## config.mk

```make
export PLATFORM = sky130hd
export DESIGN_NAME = multicycle_control_unit
export DESIGN_NICKNAME = d
export VERILOG_FILES = /design/src/rtl/multicycle_control_unit.sv
export SDC_FILE = /design/constraint.sdc
export NUM_CORES = 1
export LEC_CHECK = 0
export BUFFER_PORTS_ARGS = -buffer_cell sky130_fd_sc_hd__buf_2
export CORE_MARGIN = 2
export CORE_UTILIZATION = 45
export CTS_CLUSTER_SIZE = 30
export DETAILED_ROUTE_END_ITERATION = 12
export PLACE_DENSITY = 0.84
export REMOVE_ABC_BUFFERS = 1
export SYNTH_ARGS = -nofsm -noshare
export SYNTH_HDL_FRONTEND = slang
export SYNTH_SLANG_ARGS = --single-unit
```

## constraint.sdc

```tcl
create_clock -name clk -period 2.3 [get_ports clk]
set_input_delay 0.23 -clock clk [delete_from_list [all_inputs] [get_ports clk]]
set_output_delay 0.23 -clock clk [all_outputs]
set_load 0.02 [all_outputs]
```

## src/rtl/multicycle_control_unit.sv

```systemverilog
// Multicycle ARM-subset control FSM: sequences fetch/decode/execute/memory/writeback and holds NZCV.
// Latency: 3 to 5+ cycles per instruction; outputs are combinational from the state and instruction fields.
// Backpressure: FETCH/MEMREAD/MEMWRITE hold on mem_ready=0; a bounded wait aborts to FETCH and sets mem_err.
module multicycle_control_unit #(
  parameter int ALU_CTRL_W  = 4,
  parameter int MEM_TIMEOUT = 15
) (
  input  logic                  clk,
  input  logic                  rst_n,
  input  logic [1:0]            op,
  input  logic [5:0]            funct,
  input  logic [3:0]            rd,
  input  logic [1:0]            sh,
  input  logic [3:0]            cond,
  input  logic [3:0]            alu_flags,
  input  logic                  mem_ready,
  output logic                  pc_w,
  output logic                  ir_w,
  output logic                  adr_src,
  output logic                  reg_w,
  output logic                  mem_w,
  output logic [1:0]            alu_src_a,
  output logic [1:0]            alu_src_b,
  output logic [1:0]            result_src,
  output logic [1:0]            imm_src,
  output logic [1:0]            reg_src,
  output logic [ALU_CTRL_W-1:0] alu_ctrl,
  output logic [3:0]            flags_q,
  output logic                  mem_err,
  output logic [3:0]            state_o
);

  typedef enum logic [3:0] {
    S_FETCH    = 4'd0,
    S_DECODE   = 4'd1,
    S_MEMADR   = 4'd2,
    S_MEMREAD  = 4'd3,
    S_MEMWB    = 4'd4,
    S_MEMWRITE = 4'd5,
    S_EXECR    = 4'd6,
    S_EXECI    = 4'd7,
    S_ALUWB    = 4'd8,
    S_BRANCH   = 4'd9
  } state_t;

  localparam logic [3:0] CMD_AND = 4'b0000;
  localparam logic [3:0] CMD_SUB = 4'b0010;
  localparam logic [3:0] CMD_ADD = 4'b0100;
  localparam logic [3:0] CMD_TST = 4'b1000;
  localparam logic [3:0] CMD_CMP = 4'b1010;
  localparam logic [3:0] CMD_ORR = 4'b1100;
  localparam logic [3:0] CMD_MOV = 4'b1101;

  // Counter only needs to reach MEM_TIMEOUT; keep at least one bit when the timeout is disabled.
  localparam int CNT_W = (MEM_TIMEOUT < 1) ? 1 : $clog2(MEM_TIMEOUT + 1);
  localparam logic [CNT_W-1:0] TMO_VAL = CNT_W'(MEM_TIMEOUT);

  state_t           state, state_d;
  logic [CNT_W-1:0] wait_cnt;
  logic [3:0]       cmd;
  logic             s_bit;
  logic             i_bit;
  logic             cond_ex;
  logic             wait_st;
  logic             waiting;
  logic             tmo_hit;
  logic             flag_nz_en;
  logic             flag_cv_en;
  logic [2:0]       alu_op3;
  logic             pc_w_raw, ir_w_raw, reg_w_raw, mem_w_raw;

  assign cmd     = funct[4:1];
  assign s_bit   = funct[0];
  assign i_bit   = funct[5];
  assign state_o = state;
  assign imm_src = op;
  assign reg_src = {op == 2'b01, op == 2'b10};

  // Condition code evaluation against the registered flags.
  always_comb begin
    cond_ex = 1'b0;
    case (cond)
      4'b0000: cond_ex = flags_q[2];
      4'b0001: cond_ex = ~flags_q[2];
      4'b0010: cond_ex = flags_q[1];
      4'b0011: cond_ex = ~flags_q[1];
      4'b0100: cond_ex = flags_q[3];
      4'b0101: cond_ex = ~flags_q[3];
      4'b0110: cond_ex = flags_q[0];
      4'b0111: cond_ex = ~flags_q[0];
      4'b1000: cond_ex = flags_q[1] & ~flags_q[2];
      4'b1001: cond_ex = ~flags_q[1] | flags_q[2];
      4'b1010: cond_ex = (flags_q[3] == flags_q[0]);
      4'b1011: cond_ex = (flags_q[3] != flags_q[0]);
      4'b1100: cond_ex = ~flags_q[2] & (flags_q[3] == flags_q[0]);
      4'b1101: cond_ex = flags_q[2] | (flags_q[3] != flags_q[0]);
      4'b1110: cond_ex = 1'b1;
      default: cond_ex = 1'b0;
    endcase
  end

  // Wait detection: a failed-condition store does not wait on memory at all.
  always_comb begin
    wait_st = (state == S_FETCH) || (state == S_MEMREAD) ||
              ((state == S_MEMWRITE) && cond_ex);
    waiting = wait_st && !mem_ready;
    tmo_hit = (MEM_TIMEOUT != 0) && waiting && (wait_cnt == TMO_VAL);
  end

  // ALU operation decode; only the execute/writeback states use the instruction's cmd.
  always_comb begin
    alu_op3 = 3'd0;
    if ((state == S_EXECR) || (state == S_EXECI) || (state == S_ALUWB)) begin
      case (cmd)
        CMD_ADD: alu_op3 = 3'd0;
        CMD_SUB: alu_op3 = 3'd1;
        CMD_AND: alu_op3 = 3'd2;
        CMD_ORR: alu_op3 = 3'd3;
        CMD_CMP: alu_op3 = 3'd1;
        CMD_TST: alu_op3 = 3'd2;
        CMD_MOV: alu_op3 = {1'b1, sh};
        default: alu_op3 = 3'd0;
      endcase
    end
    alu_ctrl = ALU_CTRL_W'(alu_op3);
  end

  // Next-state and datapath controls; enables are squashed during reset and on a timeout abort.
  always_comb begin
    state_d    = S_FETCH;
    pc_w_raw   = 1'b0;
    ir_w_raw   = 1'b0;
    reg_w_raw  = 1'b0;
    mem_w_raw  = 1'b0;
    adr_src    = 1'b0;
    alu_src_a  = 2'b00;
    alu_src_b  = 2'b00;
    result_src = 2'b00;
    flag_nz_en = 1'b0;
    flag_cv_en = 1'b0;
    case (state)
      S_FETCH: begin
        alu_src_a  = 2'b01;
        alu_src_b  = 2'b10;
        result_src = 2'b10;
        if (mem_ready) begin
          ir_w_raw = 1'b1;
          pc_w_raw = 1'b1;
          state_d  = S_DECODE;
        end else begin
          state_d  = S_FETCH;
        end
      end
      S_DECODE: begin
        alu_src_a  = 2'b01;
        alu_src_b  = 2'b10;
        result_src = 2'b10;
        case (op)
          2'b01:   state_d = S_MEMADR;
          2'b00:   state_d = i_bit ? S_EXECI : S_EXECR;
          2'b10:   state_d = S_BRANCH;
          default: state_d = S_FETCH;
        endcase
      end
      S_MEMADR: begin
        alu_src_b = 2'b01;
        state_d   = s_bit ? S_MEMREAD : S_MEMWRITE;
      end
      S_MEMREAD: begin
        adr_src = 1'b1;
        state_d = mem_ready ? S_MEMWB : S_MEMREAD;
      end
      S_MEMWB: begin
        result_src = 2'b01;
        reg_w_raw  = cond_ex;
        pc_w_raw   = cond_ex && (rd == 4'd15);
        state_d    = S_FETCH;
      end
      S_MEMWRITE: begin
        adr_src   = 1'b1;
        mem_w_raw = cond_ex;
        state_d   = (cond_ex && !mem_ready) ? S_MEMWRITE : S_FETCH;
      end
      S_EXECR, S_EXECI: begin
        alu_src_b  = (state == S_EXECI) ? 2'b01 : 2'b00;
        flag_nz_en = s_bit && cond_ex;
        flag_cv_en = s_bit && cond_ex &&
                     ((cmd == CMD_ADD) || (cmd == CMD_SUB) || (cmd == CMD_CMP));
        state_d    = S_ALUWB;
      end
      S_ALUWB: begin
        reg_w_raw = cond_ex && !((cmd == CMD_CMP) || (cmd == CMD_TST));
        pc_w_raw  = reg_w_raw && (rd == 4'd15);
        state_d   = S_FETCH;
      end
      S_BRANCH: begin
        alu_src_b  = 2'b01;
        result_src = 2'b10;
        pc_w_raw   = cond_ex;
        state_d    = S_FETCH;
      end
      default: state_d = S_FETCH;
    endcase
    if (tmo_hit) begin
      state_d = S_FETCH;
    end
    pc_w  = pc_w_raw  && rst_n && !tmo_hit;
    ir_w  = ir_w_raw  && rst_n && !tmo_hit;
    reg_w = reg_w_raw && rst_n && !tmo_hit;
    mem_w = mem_w_raw && rst_n && !tmo_hit;
  end

  // State, flags, wait counter and sticky error register.
  always_ff @(posedge clk) begin
    if (!rst_n) begin
      state    <= S_FETCH;
      flags_q  <= 4'b0000;
      wait_cnt <= '0;
      mem_err  <= 1'b0;
    end else begin
      state <= state_d;
      if (flag_nz_en) flags_q[3:2] <= alu_flags[3:2];
      if (flag_cv_en) flags_q[1:0] <= alu_flags[1:0];
      wait_cnt <= (waiting && !tmo_hit) ? wait_cnt + CNT_W'(1) : '0;
      if (tmo_hit) mem_err <= 1'b1;
    end
  end

endmodule

```

# --- Word-level counts from Yosys, hierarchy flattened ---
# Cells that the tools add are included.
totals:
  elab_cells: 113
  register_bits: 13
classes:
  n_mux: 22
  bitwise_logic: 9
  addsub: 1
  n_reduce_logical: 41
  n_eq_ne: 35
op_table:
  columns: ["cell", "count"]
  rows:
  - ["4-bit equality test (second input constant)", 15]
  - ["4-bit by 3-bit equality test with 1-bit output (second input constant)", 9]
  - ["4-bit one-hot mux with 6 select lines", 1]
  - ["4-bit by 2-bit equality test with 1-bit output (second input constant)", 5]
  - ["1-bit logical AND", 18]
  - ["1-bit one-hot mux with 15 select lines", 1]
  - ["2-bit OR reduction", 7]
  - ["4-bit zero test", 3]
  - ["3-bit 2-to-1 mux", 4]
  - ["3-bit one-hot mux with 4 select lines", 1]
  - ["4-bit one-hot mux with 3 select lines", 1]
  - ["1-bit 2-to-1 mux", 10]
  - ["4-bit by 1-bit equality test with 1-bit output (second input constant)", 2]
  - ["1-bit logical OR", 7]
  - ["2-bit one-hot mux with 3 select lines", 1]
  - ["1-bit NOT", 5]
  - ["4-bit by 1-bit adder with 4-bit output (second input constant)", 1]
  - ["1-bit one-hot mux with 4 select lines", 1]
  - ["2-bit one-hot mux with 2 select lines", 1]
  - ["1-bit zero test", 3]
  - ["3-bit OR reduction", 1]
  - ["1-bit AND", 2]
  - ["2-bit by 1-bit equality test with 1-bit output (second input constant)", 1]
  - ["2-bit equality test (second input constant)", 1]
  - ["other kinds (6)", 7]

# --- Depth between registers and ports, before layout ---
# Gate-level depths: netlist (run 1).
logic_depth:
  depth_word: 10
  ltp_mapped: 7
  mapped_depth_nobuf: 6

# --- Least setup slack after synthesis (run 1) ---
# Ideal clock, no wire load.
synth_timing:
  path_type: "register to output"
  start: "register state[3], in the netlist state_o[3]"
  end: "output port alu_ctrl[1]"
  path_slack_ps: -94
  path_buffers: 1
  arrival_time_ps: 2164
  stages_incl_launch_ff: 5
  required_ps: 2070
  cell_sequence: "dfxtp_1 buf_2 nor2b_1 a22oi_1 a2111oi_0"
synth_via:
  elab_chain_len: 4
  elab_cells_between_ends: 6
synth_rtl:
  columns: ["element", "line_no", "source"]
  rows:
  - ["start, declared", "58", "state_t state, state_d;"]
  - ["start signal, assigned", "221", "state <= state_d;"]
  - ["4-bit by 3-bit equality test with 1-bit output", "113", "if ((state == S_EXECR) || (state == S_EXECI) || (state == S_ALUWB)) begin"]
  - ["1-bit logical OR", "113", null]
  - ["1-bit logical OR *", "113", null]
  - ["3-bit 2-to-1 mux *", "113", null]
  - ["end, declared", "27", "output logic [ALU_CTRL_W-1:0] alu_ctrl,"]
# Mark *: on every way between the ends. The rest lies on a longest branch, timed or not.

# --- Worst setup path after layout (run 1) ---
layout_timing:
  start: "register flags_q[0]"
  end: "output port reg_w"
layout_via:
  elab_chain_len: 9
  elab_cells_between_ends: 15
layout_rtl:
  columns: ["element", "line_no", "source"]
  rows:
  - ["start, declared", "28", "output logic [3:0] flags_q,"]
  - ["start signal, assigned", "223", "if (flag_cv_en) flags_q[1:0] <= alu_flags[1:0];"]
  - ["1-bit inequality test or 1-bit equality test (tied branches)", null, null]
  - ["1-bit OR or 1-bit AND (tied branches)", "96, 95", null]
  - ["1-bit one-hot mux with 15 select lines *", "82", "case (cond)"]
  - ["1-bit logical AND", "105", "((state == S_MEMWRITE) && cond_ex);"]
  - ["1-bit logical OR", "104", "wait_st = (state == S_FETCH) || (state == S_MEMREAD) ||"]
  - ["1-bit logical AND", "106", "waiting = wait_st && !mem_ready;"]
  - ["1-bit logical AND", "107", "tmo_hit = (MEM_TIMEOUT != 0) && waiting && (wait_cnt == TMO_VAL);"]
  - ["1-bit zero test", "209", "reg_w = reg_w_raw && rst_n && !tmo_hit;"]
  - ["1-bit logical AND *", "209", null]
  - ["end, declared", "20", "output logic reg_w,"]
# Marks and branches as above.

==> metrics, run 1 <==
DRC errors left 0; DR vias 1,298; Setup crit end kind primary output; met1 wire length roughly 1300 um; die area 0.003063 mm^2; first-pass GRT wire length about 4800 um; Routed Antenna Nets 0; Die X-Extent 55.34 um; final worst slack between 0.07 and 0.08 ns; die height approximately 55 um; type of the worst min-delay path input pin to flip-flop; Worst Setup Start Kind flip-flop; share of flip-flops with an asynchronous set or reset 0; worst clock skew 0.002242 ns; most common cell after layout, fill and taps aside buf_2; post-DP HPWL approximately 2300 um; TritonCTS Buffers 3; worst r2r dst state_o[3]; final hold viol count 0; WL met3 around 170 um; register bit total from synthesis 13; CP Max Fanout 5; CP Class flip-flop to primary output; Pre-Repair DR Iteration Count 4; Leakage roughly 0.68 nW; ANT cells 0; Starting Density 0.4788; Post-Route Utilization 0.6146; Synth Area per Inst approximately 7.5 um^2; Sink Count 13; clock latency on the worst-skew pair 0.28 ns; Longest Clk Path Bufs 2; via/cell ratio roughly 5.4; ys flop type dfxtp_1; antenna violations before repair 0; Ys Warns 0; final hold slack about 0.18 ns; Mapped Area about 0.0012 mm^2; PwrDens between 300 and 400 mW/mm^2; min Tclk post-route around 2.2 ns; CTS tree yes; Cell variety after synth between 40 and 50; vias in the first global route about 1,100; largest net degree at the start of global routing 14; dpl ws ~0.21 ns; drt initial violations 41; R2R setup slack roughly 0.52 ns; final period utilization 0.9674; beginning of the critical path flags_q[0]; CP required 2.07 ns; Worst EP arrival ~2 ns; outcome complete, no violations; hold buffers post-CTS 0; Top Layer Used met4; drt wl/cell 12.56 um; RSZ-0062 raised after global routing yes; VDD IR max roughly 0.00037 V; clock slew at reported path FFs 0.07 ns; NumNets Final approximately 240; root buf cell clkbuf_4; total congestion overflow 0; GRT Util Overall 0.1861; EDFF count, synth 0; Met2 Wirelength about 1500 um; reg2reg start state_o[0]; Synth-to-Final Area Change 28.38%; Fmax approximately 450 MHz; GPL Wtd Cong between 0.8 and 0.9; # setup viols final 0; final WL approximately 3000 um; worst r2r path cells 7; H-tree depth 1; register area share after synthesis 0.2194; Max Slew Vio Count 0; share of layout cells above drive strength 1 0.3762; row count 18; hold path depth 3; Max Cap Viol 0; Top Ports 53; # port buffers 50; Worst Setup EP reg_w; Core Region ~0.0025 mm^2; Mapped Cells approximately 160; most frequent cells in the layout buf_2 (49), nand2_1 (21), nor2_1 (13)
==> sequential cells by signal, indices dropped and copies added (netlist names) <==
register,cells
state_o,4
wait_cnt,4
flags_q,4
mem_err,1
==> cells in the mapped netlist (2+ instances only) <==
cell	instances	area, um^2
a21oi_1	10	50.05
a22oi_1	2	15.01
a31oi_1	2	12.51
and2_1	2	12.51
and3_1	3	18.77
buf_2	3	15.01
buf_4	5	37.54
clkbuf_1	3	11.26
dfxtp_1	13	260.3
inv_1	4	15.01
mux2_2	2	22.52
mux2i_1	7	70.07
nand2_1	21	78.83
nand2b_1	2	12.51
nand3_1	4	20.02
nand4_1	2	12.51
nor2_1	13	48.80
nor2b_1	8	50.05
nor3_1	8	40.04
nor3b_1	3	22.52
nor4b_1	2	17.52
o21a_1	2	15.01
o21ai_0	6	30.03
o21ai_1	2	10.01
or3_1	3	18.77
xnor2_1	6	52.55
==> final cells by class <==
class                           count  area, um^2
Inverter                            4       15.01
Clock buffer                        4       26.28
Timing Repair Buffer               58       312.8
Multi-Input combinational cell    131       863.3
Sequential cell                    13       267.8
Fill cell                         229       954.7
Tap cell                           30       37.54
==> what timing repair did <==
action                                  4_1_cts  5_1_grt
resized for setup                             1       10
endpoints found under the setup margin        2        4
buffers inserted                              1        1
==> kinds of logic after synthesis <==
kind of cell,Yosys count,synth area share
simple gates,80,0.3766
compound gates,32,0.1846
buf+inv,16,0.07594
flops,13,0.2194
mux,9,0.07806
xor+xnor,7,0.05169
fa+ha+maj,1,0.01055
other cells,1,0.003162
==> per-layer routing <==
| layer | track usage | up-vias |
|---|---|---|
| met1 | 0.2286 | 592 |
| met3 | 0.03513 | 5 |
| met2 | 0.3265 | 42 |
| met4 | 0.05575 | 0 |
| li1 | - | 659 |
| met5 | 0 | - |
==> how the worst min path moves through the flow <==
stage                             from           to
after floorplan                  rst_n      mem_err
after global placement     wait_cnt[0]  wait_cnt[0]
after detailed placement   wait_cnt[0]  wait_cnt[0]
after CTS                 alu_flags[2]   flags_q[2]
after global routing      alu_flags[0]   flags_q[0]
final                     alu_flags[2]   flags_q[2]
==> per-stage QoR <==
stage	setup TNS [ns]	instance area, um^2	std cells	total power [mW]
2_1_floorplan	-0.1240	1115	148	0.3548
3_3_place_gp	0	1448	234	0.4309
3_5_place_dp	0	1448	234	0.4332
4_1_cts	0	1483	239	0.5710
5_1_grt	-0.03472	1523	240	0.6099
6_report	0	1523	240	0.5792
==> critical path: stages, from the launching register on <==
cell	delay, ns
dfxtp_2	0.35
xnor2_2	0.15
or3_1	0.35
nand4_1	0.15
a2111o_1	0.21
o211ai_4	0.10
nor4b_2	0.22
buf_4	0.18
==> report_power, final <==
| part | switching (mW) | internal [mW] |
|---|---|---|
| logic | 0.116 | 0.0829 |
| clock network | 0.0733 | 0.0673 |
| registers | 0.00876 | 0.231 |
| total | 0.198 | 0.381 |
Power figures use the tool's default switching activity.
==> inputs of run 2 (changes only) <==
- CORE_UTILIZATION: 45 -> 42
- PLACE_DENSITY: 0.84 -> 0.82
- clock period: 2.3 -> 1.9 ns (I/O delays scaled with it)
==> run 2 against run 1 <==
Effect of this change:
- the flow now finishes with violations (negative setup slack)
- core utilization fell by 0.25 points
- routed wire length up 0.80%
- cell area increased by 9.0%
- worst hold slack got worse by 0.024 ns
- global-route usage about the same
- largest power group unchanged
==> metrics, run 2 (synthesized netlist as in run 1, its figures left out) <==
Top Ports 53 (unchanged); root buf cell clkbuf_4; Synth-to-Final Area Change 39.87%; CP peak stage delay 0.36 ns (about the same); CP required 1.71 ns (-0.36 ns); most common cell after layout, fill and taps aside buf_2; internal cell power 478.2 uW (+25%); DRC errors left 0 (unchanged); min Tclk post-route roughly 2.1 ns; Layout Cells excl Fill 250 (+4.2%); Setup crit end kind primary output; Cell Area, Placed 0.001501 mm^2 (+3.7%); drt wl/cell 12.15 um (-3.2%); final period utilization 1.125; post-DP HPWL 2311 um (+0.68%); NumNets Final 246 (+3.8%); Max Slew Vio Count 0 (unchanged); Max Cap Viol 0 (unchanged); hold buffers post-CTS 0 (unchanged); worst path bufs/invs 1 (unchanged); type of the worst min-delay path input pin to flip-flop; die height 57.14 um (+3.3%); PwrDens 433.6 mW/mm^2 (+14%); clock latency on the worst-skew pair 0.27 ns (about the same); failing checks negative setup slack; Pre-Repair DR Iteration Count 4 (unchanged); RSZ-0062 raised after global routing yes; largest net degree at the start of global routing 14 (unchanged); clock share of power 0.227 (-0.016); row count 19 (+1); beginning of the critical path flags_q[0]; final hold slack 0.1560 ns (-0.02399 ns); Die X-Extent 57.14 um (+3.3%); CTS tree yes; VDD IR max 0.0003482 V (-6.6%); antenna violations before repair 0 (unchanged); combinational share of power 0.373 (+0.030); Largest delay share family, worst path compound AO/OA/AOI/OAI gates; H-tree depth 1 (unchanged); share of layout cells above drive strength 1 0.4521 (+0.07586); reg2reg start flags_q[0]; Starting Density 0.4377 (-0.04111); TritonCTS Buffers 3 (unchanged); Sink Count 13 (unchanged); Net Sw Power 241.1 uW (+22%); Reg power frac 0.400 (-0.014); final instance area 0.001659 mm^2 (+9.0%); GPL Wtd Cong 0.8275 (-3.3%); Routed Antenna Nets 0 (unchanged); drt initial violations 65 (+59%); Cell Chain, Critical Path xnor2_2, or3_1, a31oi_1, o211ai_4, a32oi_1, nor2_1, buf_4; Longest Clk Path Bufs 2 (unchanged); Core Region 0.002710 mm^2 (+9.4%); GRT Util Overall 0.1860 (about the same); Worst Setup Start Kind flip-flop; outcome finished, violations left; Worst EP arrival 1.95 ns (-0.05 ns); first-pass GRT wire length 4961 um (+3.9%); worst clock skew 0.001341 ns (-0.0009016 ns); CP Class flip-flop to primary output; hold path startpoint alu_flags[3]; Filler cells 258 (+13%); CP Max Fanout 5 (unchanged); total congestion overflow 0 (unchanged); Post-Route Utilization 0.6122 (-0.002458); Fmax 467.7 MHz; ANT cells 0 (unchanged); vias in the first global route 1,165 (+3.0%); # setup viols final 6 (+6); # port buffers 50 (unchanged); clock slew at reported path FFs 0.07 ns (about the same); final WL 3038 um (+0.80%); Cells after DPL 242 (+3.4%); most frequent cells in the layout buf_2 (48), nand2_1 (21), buf_4 (18); final hold viol count 0 (unchanged); DR vias 1,339 (+3.2%); slowest CP cell dfxtp_2; Leakage 0.7431 nW (+8.8%); final worst slack -0.2381 ns (-0.3131 ns); die area 0.003265 mm^2 (+6.6%); switching share of total power 0.3352 (-0.006577); via/cell ratio 5.356 (-0.97%)
## run 2: worst paths after layout
check,slack (ns),cells past startpoint,to
worst max register to register,-0.03,8,flags_q[2]
worst min register to register,0.48,1,wait_cnt[0]
worst min-delay path,0.16,3,flags_q[3]
worst max-delay path,-0.24,7,pc_w
## run 2: worst reg2reg max path: stages (launching register included)
cell and delay, ns:
dfxtp_2 0.36, xnor2_2 0.16, or3_1 0.33, a31oi_1 0.28, o211ai_4 0.13, buf_4 0.15
buf_4 0.13, nand4_2 0.12, mux2i_1 0.19
## run 2: power groups by stage
stage	clock (mW)	sequential [mW]	combinational, mW
final	0.163	0.288	0.268
after global routing	0.182	0.289	0.292
after CTS	0.167	0.288	0.262
after detailed placement	0	0.293	0.240
after global placement	0	0.293	0.237
after floorplan	0	0.307	0.122
## run 2: layout make-up
| cell class | instances | area, um^2 | area share |
|---|---|---|---|
| Sequential cell | 13 | 270.3 | 0.1629 |
| Multi-Input combinational cell | 131 | 922.1 | 0.5558 |
| Tap cell | 31 | 38.79 | 0.02338 |
| Timing Repair Buffer | 67 | 386.6 | 0.2330 |
| Inverter | 4 | 15.01 | 0.009050 |
| Clock buffer | 4 | 26.28 | 0.01584 |
## run 2: through the flow
| step | TNS [ns] | setup WS (ns) | power (mW) |
|---|---|---|---|
| floorplan | -1.150 | -0.4840 | 0.4295 |
| global placement | 0 | 0.05195 | 0.5302 |
| detailed placement | 0 | 0.01421 | 0.5330 |
| CTS | -0.5915 | -0.2306 | 0.7173 |
| global route | -1.414 | -0.3288 | 0.7627 |
| finish | -0.6879 | -0.2381 | 0.7194 |
## run 2: timing repair
item | 4_1_cts | 5_1_grt
gates resized for setup | 19 | 8
setup buffers | 4 | 0
endpoints found under the setup margin | 5 | 10
pin swaps | 6 | 1
cloned | 0 | 0
## run 2: per-layer routing
metal	global-route usage	part of all wire	wire [um]	up-vias
met2	0.3103	0.50	1519	32
met4	0.02326	0	0	0
li1	-	-	-	688
met1	0.2559	0.45	1369	619
met5	0	0	0	-
met3	0.03855	0.049	149	0
==> inputs of run 3 (changes only) <==
- ABC_AREA: unset -> 1
- CORE_UTILIZATION: 42 -> 41
==> run 3 against run 2 <==
Effect of this change:
- the run now ends clean
- count of clock-buffer cells in the layout stayed put
- setup slack better by 0.26 ns
- core utilization is 1.7 points higher
- non-clock buffer count is 7 lower
- cell count is 10% higher
- worst hold slack worse by 0.026 ns
- cell area is 5.2% lower
- power is 1.2% higher
- routed wire length is 0.69% lower
- sequential share of layout area is 1.2 points higher
- critical path depth is 6 higher
- largest power group unchanged
==> metrics, run 3 <==
ANT cells 0 (unchanged); GPL Wtd Cong 0.8613 (+4.1%); Leakage 0.8351 nW (+12%); via/cell ratio 4.986 (-6.9%); DRC errors left 0 (unchanged); most common cell in the synthesized netlist nor2_1; die height 55.68 um (-2.6%); register area share after synthesis 0.2377 (+0.01831); Fmax 532.7 MHz (+14%); RSZ-0062 raised after global routing yes; worst clock skew 0.01127 ns (+0.009928 ns); # port buffers 50 (unchanged); post-DP HPWL 2183 um (-5.5%); VDD IR max 0.0006284 V (+80%); DR vias 1,376 (+2.8%); Max Slew Vio Count 0 (unchanged); largest net degree at the start of global routing 9 (-5); Ys Warns 0 (unchanged); drt initial violations 40 (-38%); final hold viol count 0 (unchanged); Mapped Cells 185 (+16%); Synth Area per Inst 5.918 um^2 (-21%); total congestion overflow 0 (unchanged); Routed Antenna Nets 0 (unchanged); share of flip-flops with an asynchronous set or reset 0 (unchanged); cell taking the most area after synthesis dfxtp_1; die area 0.003100 mm^2 (-5.1%); hold buffers post-CTS 0 (unchanged); outcome complete, no violations; Pre-Repair DR Iteration Count 4 (unchanged); R2R setup slack 0.23 ns (+0.26 ns); Synth-to-Final Area Change 43.66%; register bit total from synthesis 13 (unchanged); Worst EP arrival 1.69 ns (-0.26 ns); CP Class flip-flop to primary output; dpl ws 0.1829 ns (+0.1687 ns); Top Ports 53 (unchanged); post-synth top area share 0.2377 (+0.01831); hold path depth 3 (unchanged); TritonCTS Buffers 3 (unchanged); EDFF count, synth 0 (unchanged); min Tclk post-route 1.877 ns (-0.2609 ns); Max Cap Viol 0 (unchanged); Sink Count 13 (unchanged); antenna violations before repair 0 (unchanged); row count 18 (-1); hold path startpoint alu_flags[0]; vias in the first global route 1,221 (+4.8%); drt wl/cell 10.93 um (-10%); Core Region 0.002500 mm^2 (-7.8%); H-tree depth 1 (unchanged); commonest cells in the netlist nor2_1 (38), nand2_1 (34), inv_1 (32); Longest Clk Path Bufs 2 (unchanged); worst r2r dst flags_q[1]; # setup viols final 0 (-6); most common cell after layout, fill and taps aside buf_2; most frequent cells in the layout buf_2 (47), nor2_1 (32), nand2_1 (28); share of layout cells above drive strength 1 0.4309 (-0.02116); reg2reg start flags_q[3]; final period utilization 0.9880 (-0.1373); ys flop type dfxtp_1; Die X-Extent 55.68 um (-2.6%); Cell variety after synth 31 (-34%); Hold EP flags_q[0]; Post-Route Utilization 0.6291 (+0.01694); clock latency on the worst-skew pair 0.28 ns (about the same); GRT Util Overall 0.1854 (-0.0006204); final worst slack 0.02277 ns (+0.2609 ns); final WL 3017 um (-0.69%); clock slew at reported path FFs 0.08 ns (about the same); type of the worst min-delay path input pin to flip-flop; PwrDens 462.7 mW/mm^2 (+6.7%); Setup crit end kind primary output; worst r2r path cells 13 (+5); synth top area cells dfxtp_1 (24%), nor2_1 (13%), nand2_1 (12%); first-pass GRT wire length 4850 um (-2.2%); Mapped Area 0.001095 mm^2 (-7.7%); Filler cells 249 (-3.5%); root buf cell clkbuf_4; CTS tree yes; Worst Setup Start Kind flip-flop; Starting Density 0.4379 (about the same); CP Max Fanout 3 (-2); CP required 1.71 ns (about the same); NumNets Final 273 (+11%)
run 3: cell count changes after synthesis, sizes merged, moves of 5 or more:
cell	previous run	this run
mux2i	7	0
nor3	9	3
nor2b	8	0
nand3	5	19
xnor2	6	1
buf	9	4
nand2	21	39
inv	4	34
nor2	13	41
run 3: repair_timing:
| item | 4_1_cts | 5_1_grt |
|---|---|---|
| hold endpoints to repair | 0 | 0 |
| endpoints found under the setup margin | 2 | 6 |
| setup buffers | 7 | 3 |
| pin swaps | 7 | 13 |
| gates resized for setup | 14 | 31 |
| cloned | 0 | 0 |
run 3: area by class of cell:
cell class | count | area [um^2] | share of cell area
Clock buffer | 4 | 26.28 | 0.01671
Inverter | 34 | 130.1 | 0.08274
Multi-Input combinational cell | 135 | 759.5 | 0.4829
Sequential cell | 13 | 275.3 | 0.1750
Timing Repair Buffer | 60 | 344.1 | 0.2188
Tap cell | 30 | 37.54 | 0.02387
run 3: routing by layer:
metal	vias to the layer above	GRT usage	share of wire	wire length, um
met2	47	0.3384	0.52	1574
met1	614	0.2170	0.40	1221
met3	4	0.05349	0.065	195
met5	-	0	0	0
met4	0	0.02787	0.0083	25
li1	711	-	-	-
run 3: report_power, final:
part,total (mW),switching (mW),internal (mW),leakage [nW]
Combinational,0.261,0.159,0.102,0.710
Sequential,0.296,0.0151,0.280,0.110
Clock,0.171,0.0894,0.0814,0.0150
Total,0.728,0.264,0.464,0.835
run 3: cells by family (layout without fill, tap and decap cells):
logic type,after synthesis,after routing,share of synthesized area
adders and majority gates,1,1,0.01143
DFF,13,13,0.2377
and+or+nand+nor,108,108,0.4697
buffers and inverters,38,98,0.1440
xor gates and xnor gates,2,2,0.01600
other,1,2,0.003425
AOI/OAI and AO/OA,22,22,0.1177
run 3: critical path, cell delays in order (launching register included):
cell and delay (ns):
dfxtp_2 0.37, inv_2 0.06, nand2_2 0.07, nand2_2 0.06
nand3b_1 0.09, nand3_1 0.12, nor2_4 0.15, nand2_4 0.08
nand3_4 0.07, nand2_4 0.06, nand2_4 0.07, nand3_2 0.06
inv_2 0.06, buf_6 0.10
run 3: worst max-delay path by stage:
stage / cells past startpoint / startpoint / slack, ns / to
global route: 13 / flags_q[3] / -0.1 / mem_w
finish: 13 / flags_q[3] / 0.02 / mem_w
CTS: 15 / flags_q[0] / 0.0008 / mem_w
floorplan: 8 / state_o[2] / -0.21 / alu_ctrl[1]
detailed placement: 15 / flags_q[3] / 0.18 / mem_w
global placement: 15 / flags_q[0] / 0.25 / mem_w
run 3: per-stage QoR:
step | setup TNS, ns | cells | power (mW) | cell area, um^2 | hold slack [ns]
finish | 0 | 276 | 0.7277 | 1573 | 0.1302
global route | -0.3257 | 276 | 0.7801 | 1573 | 0.1353
CTS | 0 | 273 | 0.7087 | 1465 | 0.1217
detailed placement | 0 | 262 | 0.5220 | 1356 | 0.4204
global placement | 0 | 262 | 0.5212 | 1356 | 0.4137
floorplan | -0.2118 | 182 | 0.4409 | 1069 | 0.3105
